File: config.mk
export PLATFORM = sky130hd
export DESIGN_NAME = max_q_select
export DESIGN_NICKNAME = d
export VERILOG_FILES = /design/src/rtl/max_q_select.sv
export SDC_FILE = /design/constraint.sdc
export NUM_CORES = 1
export LEC_CHECK = 0
export ABC_AREA = 1
export CORE_UTILIZATION = 25
export DETAILED_ROUTE_END_ITERATION = 12
export DONT_BUFFER_PORTS = 1
export PLACE_DENSITY_LB_ADDON = 0.08
export SLEW_MARGIN = 30
export SYNTH_ARGS = -nofsm -noshare
export SYNTH_HDL_FRONTEND = slang
export SYNTH_SLANG_ARGS = --single-unit
File: constraint.sdc
create_clock -name i_clk -period 4.9 [get_ports i_clk]
set_input_delay 0.735 -clock i_clk [delete_from_list [all_inputs] [get_ports i_clk]]
set_output_delay 0.735 -clock i_clk [all_outputs]
set_load 0.005 [all_outputs]
File: src/rtl/max_q_select.sv
// Two-stage signed max tournament over the four Q-values of one state; lower index wins ties.
// Latency: two edges from acceptance to o_valid. Full throughput while i_ready is high.
// Backpressure: each stage advances when the one after it is empty or draining; o_ready drops only with both stages full and i_ready low.
module max_q_select #(
    parameter int DATA_WIDTH    = 16,
    parameter int ACTIONS       = 4,
    parameter int ACTIONS_WIDTH = 2
) (
    input  logic                          i_clk,
    input  logic                          i_rst,
    input  logic                          i_valid,
    output logic                          o_ready,
    input  logic [DATA_WIDTH*ACTIONS-1:0] i_data,
    output logic                          o_valid,
    input  logic                          i_ready,
    output logic [DATA_WIDTH-1:0]         o_data_max,
    output logic [ACTIONS_WIDTH-1:0]      o_at_max,
    output logic [DATA_WIDTH*ACTIONS-1:0] o_data
);

    localparam int VW = DATA_WIDTH * ACTIONS;

    typedef logic signed [DATA_WIDTH-1:0] q_t;
    typedef logic [ACTIONS_WIDTH-1:0]     idx_t;

    q_t q [ACTIONS];

    // Action 0 occupies the most-significant slice.
    for (genvar g = 0; g < ACTIONS; g++) begin : g_slice
        assign q[g] = i_data[VW-1-g*DATA_WIDTH -: DATA_WIDTH];
    end

    logic s1_valid;
    logic s2_valid;
    logic s1_en;
    logic s2_en;
    logic accept;

    q_t           s1_max_a;
    q_t           s1_max_b;
    idx_t         s1_idx_a;
    idx_t         s1_idx_b;
    logic [VW-1:0] s1_data;

    q_t           s2_max;
    idx_t         s2_idx;
    logic [VW-1:0] s2_data;

    assign s2_en   = !s2_valid || i_ready;
    assign s1_en   = !s1_valid || s2_en;
    assign o_ready = s1_en;
    assign accept  = i_valid && o_ready;

    // Right-hand operand must be strictly greater, so equal values keep the lower index.
    logic a_hi;
    logic b_hi;
    logic fin_hi;

    assign a_hi   = q[1] > q[0];
    assign b_hi   = q[3] > q[2];
    assign fin_hi = s1_max_b > s1_max_a;

    always_ff @(posedge i_clk) begin
        if (i_rst) begin
            s1_valid <= 1'b0;
            s1_max_a <= '0;
            s1_max_b <= '0;
            s1_idx_a <= '0;
            s1_idx_b <= '0;
            s1_data  <= '0;
        end else if (s1_en) begin
            s1_valid <= accept;
            s1_max_a <= a_hi ? q[1] : q[0];
            s1_idx_a <= a_hi ? idx_t'(1) : idx_t'(0);
            s1_max_b <= b_hi ? q[3] : q[2];
            s1_idx_b <= b_hi ? idx_t'(3) : idx_t'(2);
            s1_data  <= i_data;
        end
    end

    always_ff @(posedge i_clk) begin
        if (i_rst) begin
            s2_valid <= 1'b0;
            s2_max   <= '0;
            s2_idx   <= '0;
            s2_data  <= '0;
        end else if (s2_en) begin
            s2_valid <= s1_valid;
            s2_max   <= fin_hi ? s1_max_b : s1_max_a;
            s2_idx   <= fin_hi ? s1_idx_b : s1_idx_a;
            s2_data  <= s1_data;
        end
    end

    assign o_valid    = s2_valid;
    assign o_data_max = s2_max;
    assign o_at_max   = s2_idx;
    assign o_data     = s2_data;

endmodule

Yosys cells after proc, flatten, opt, wreduce, memory -nomap -nowiden

Cells that the tools add are included.

Reductions and logical operators: 5
Mux-type cells: 6
Order comparisons: 3

Operator list:

| operator            | number |
|---|---|
| 16-bit > comparator | 3 |
| 16-bit 2-to-1 mux   | 3 |
| 1-bit logical NOT   | 2 |
| 1-bit logical OR    | 2 |
| 1-bit 2-to-1 mux    | 2 |
| 2-bit 2-to-1 mux    | 1 |
| 1-bit logical AND   | 1 |

Bits in registers: 184
Logic and storage cells: 24

Logic depth before layout (Yosys ltp)

Depth in word-level cells: 4
Mapped depth: 17
Mapped depth without buffers: 16

Worst setup path before layout

Ideal clock, no wire load.

Kind: input to output
Start point: input i_ready
End point: output o_ready
Cell stages on the path: 6
Setup slack: 2.543 ns
Data required time: 4.165 ns
Arrival time: 1.622 ns
Cell sequence: nor2_2 -> inv_2 -> nor2_2 -> inv_2 -> clkbuf_1 -> buf_2

Cells in the longest elaborated chain, start to end: 2

Ends and longest elaborated chain:

| what               | line | source |
|---|---|---|
| start: declaration | 15   | `input logic i_ready,` |
| 1-bit logical OR   | 49   | `assign s2_en = !s2_valid \|\| i_ready;` |
| 1-bit logical OR   | 50   | `assign s1_en = !s1_valid \|\| s2_en;` |
| end: declaration   | 12   | `output logic o_ready,` |

No other way between the ends.

Worst setup path in the final report

Start point: register s2_valid, in the netlist o_valid
End point: output o_ready

Cells in the longest elaborated chain, start to end: 3

Ends and longest elaborated chain:

| what                     | line | source |
|---|---|---|
| start: declaration       | 34   | `logic s2_valid;` |
| start signal: assignment | 88   | `s2_valid <= s1_valid;` |
| 1-bit logical NOT        | 49   |  |
| 1-bit logical OR         | 49   |  |
| 1-bit logical OR         | 50   |  |

No other way between the ends.

==> flow_summary.toml <==
[cts]
insertion_delay_ns = 0.44
cts_root_buf = "clkbuf_16"
cts_resized = 0
cts_buffer_depth = 2
cts_tree = "yes"
postCtsHoldBufs = 0
numCtsBuffers = 17
postCtsSetupBuffers = 0
clock_sinks = 183
cts.htree.levels = 4
clk_pin_slew_ns = 0.07

[logic_synthesis]
ys_ff_latch = 183
yosys-top-cells-area = "dfxtp_1 (44%), nand2_1 (11%), ha_1 (7.2%)"
synth-edff-count = 0
synth_common_cells = "nand2_1 (237), dfxtp_1 (183), nor2_1 (145)"
avgSynthCellArea_um2 = 7.266
seq_area_frac_synth_pct = 43.96
syn-num-nets = 1263
ys_async_sr_fraction_pct = 0
synth_top_area_share_pct = 43.96
yosysTopAreaCell = "dfxtp_1"
synth_cell_types = 27
ys.flop_type = "dfxtp_1"
ys_warn_count = 0
syn_inst = 1147
synth_most_common_cell = "nand2_1"
synthesis.area_um2 = 8334

[placement]
place_area_um2 = 8670
portBuffers = 0
gp_congestion = 0.7791
dp.cells = 1529
hpwl_um = 18910

[timing]
holdWs_ns = 0.3689
fin_tns_setup_ns = 0
max_slew_margin_pct = 42.65
hold_viol = 0
finalSetupViolCount = 0
max_slew.worst_pin.slew_ns = 0.8590
fin_crit_ns = 2.982
max_clock_freq_ghz = 0.3354
clock_skew_ns = 0.01428
rsz0062_at_grt = "no"
finalMaxSlewViolations = 0
finalCritPeriodShare_pct = 60.85

[worst_setup_path]
slowest_delay_ns = 0.61
start_kind = "flop"
cp_max_fo = 51
path_class = "reg2out"
crit_path_end_kind = "output pin"
cp_data_required_time_ns = 4.16
worstPathArrival_ns = 2.25
critical_path.most_common_cell = "nor2_4"
path_cells = "inv_1, nor2_4, clkinv_2, nor2_4, inv_2, buf_4"
slowest_stage = "inv_2"

[floorplan]
start_util_pct = 25.49
rows = 66
die_height_um = 184.6
io_pins = 152
core-area_um2 = 32700
die_area_um2 = 34070
die_width_um = 184.6

[routing]
viasPerCell = 4.523
drtIter0Drc = 354
wirelength_um = 26360
antenna_left = 0
wl_per_cell_um = 16.89
num_vias = 7061
dr.pass1.iters = 4
drc = 0

[final_layout]
fillCellCount = 3712
instances_no_fill = 1561
syn_to_final_growth_pct = 11.18
final_cell_area_um2 = 9266
antennaDiodeCount = 0
layout.nets = 1222
utilization_pct = 28.34
layout-drive-gt1-share_pct = 5.541

[global_route]
grt_pass1_wl_um = 41680
grt_max_degree = 82
antenna_found_initial = 0
grt_pass1_vias = 7135
grt-ovfl-total = 0
grtUsageTotal_pct = 16.19

[run_status]
status = "finished, final reports clean"

[power_and_ir_drop]
power.density_nw_per_um2 = 396.5
max-vdd-ir-drop_mv = 0.2487
p_leak_uw = 0.004462

[worst_hold_path]
holdCritPathClass = "in2reg"

[flow_run]
cap_violations = 0
## metal layers
layer	global-route usage, %	share of wire (%)
met1	20.89	46
met3	4.070	5.8
met5	0	0
met2	26.25	46
met4	5.133	1.5
## report_power, final
part,switching (uW),internal [uW]
registers,105,1610
logic,348,180
clock network,645,786
## through the flow
step | total power (uW) | worst slack (ns)
5_1_grt | 3900 | 1.731
4_1_cts | 3748 | 1.883
3_3_place_gp | 2294 | 1.949
2_1_floorplan | 2134 | 2.543
3_5_place_dp | 2296 | 1.957
6_report | 3674 | 1.918
## final cells by class
| cell class | instances | area, um^2 | share of cell area, % |
|---|---|---|---|
| timing repair buffer | 6 | 45.04 | 0.4861 |
| clock inverter | 13 | 143.9 | 1.553 |
| clock buffer | 19 | 452.9 | 4.888 |
| tap | 442 | 553.0 | 5.968 |
| multi-input combinational | 765 | 3905 | 42.14 |
| sequential | 183 | 3664 | 39.54 |
| inverter | 133 | 503.0 | 5.428 |
## critical path, delay by kind of cell, from the launching register on
kind	cells	cell delay [ns]
buffers and inverters	4	1.35
flip-flops	1	0.33
AND/OR/NAND/NOR	2	0.07
## flip-flops by register name, indices dropped and copies added, names as in the netlist
| register | count |
|---|---|
| o_at_max | 2 |
| o_data | 64 |
| o_data_max | 16 |
| o_valid | 1 |
| s1_data | 64 |
| s1_idx_a | 1 |
| s1_idx_b | 2 |
| s1_max_a | 16 |
| s1_max_b | 16 |
| s1_valid | 1 |
## placed cells by master, fill, tap and decap left out
master,n
buf_4,6
clkinv_2,4
inv_2,3
nor3_1,1
nand2_1,237
ha_1,48
nor3_2,1
inv_6,3
clkinv_4,1
nand3_4,2
nor2_2,1
inv_1,128
a21oi_2,2
o21ai_1,4
nand4_1,53
inv_4,1
nor2_1,145
nand2_2,4
bufinv_16,2
o21bai_1,1
a21oi_1,116
nand3_1,21
clkbuf_16,17
nor2_4,2
inv_8,1
a21o_1,2
o21ai_0,116
dfxtp_1,183
nand2_4,1
nand3_2,4
nand4_4,2
clkbuf_8,2
o21a_1,2
clkinvlp_4,3
## worst paths after layout
kind	start	end	slack (ns)	cells past startpoint
setup / recovery	o_valid$_SDFFE_PP0P_	o_ready	1.92	6
hold / removal	i_rst	s1_data[26]$_SDFFE_PP0N_	0.37	1
setup reg to reg	o_valid$_SDFFE_PP0P_	s1_max_b[15]$_SDFFE_PP0N_	2.27	9
hold reg to reg	s1_data[18]$_SDFFE_PP0N_	s1_data[18]$_SDFFE_PP0N_	0.46	2
## cell families after synthesis
family                   after synthesis  share of synthesized area [%]
adder cells (fa/ha/maj)               48                          7.206
flip-flops                           183                          43.96
AND/OR/NAND/NOR                      474                          24.70
buffers and inverters                199                          9.308
AO/OA/AOI/OAI                        243                          14.83
Power figures use the tool's default switching activity.
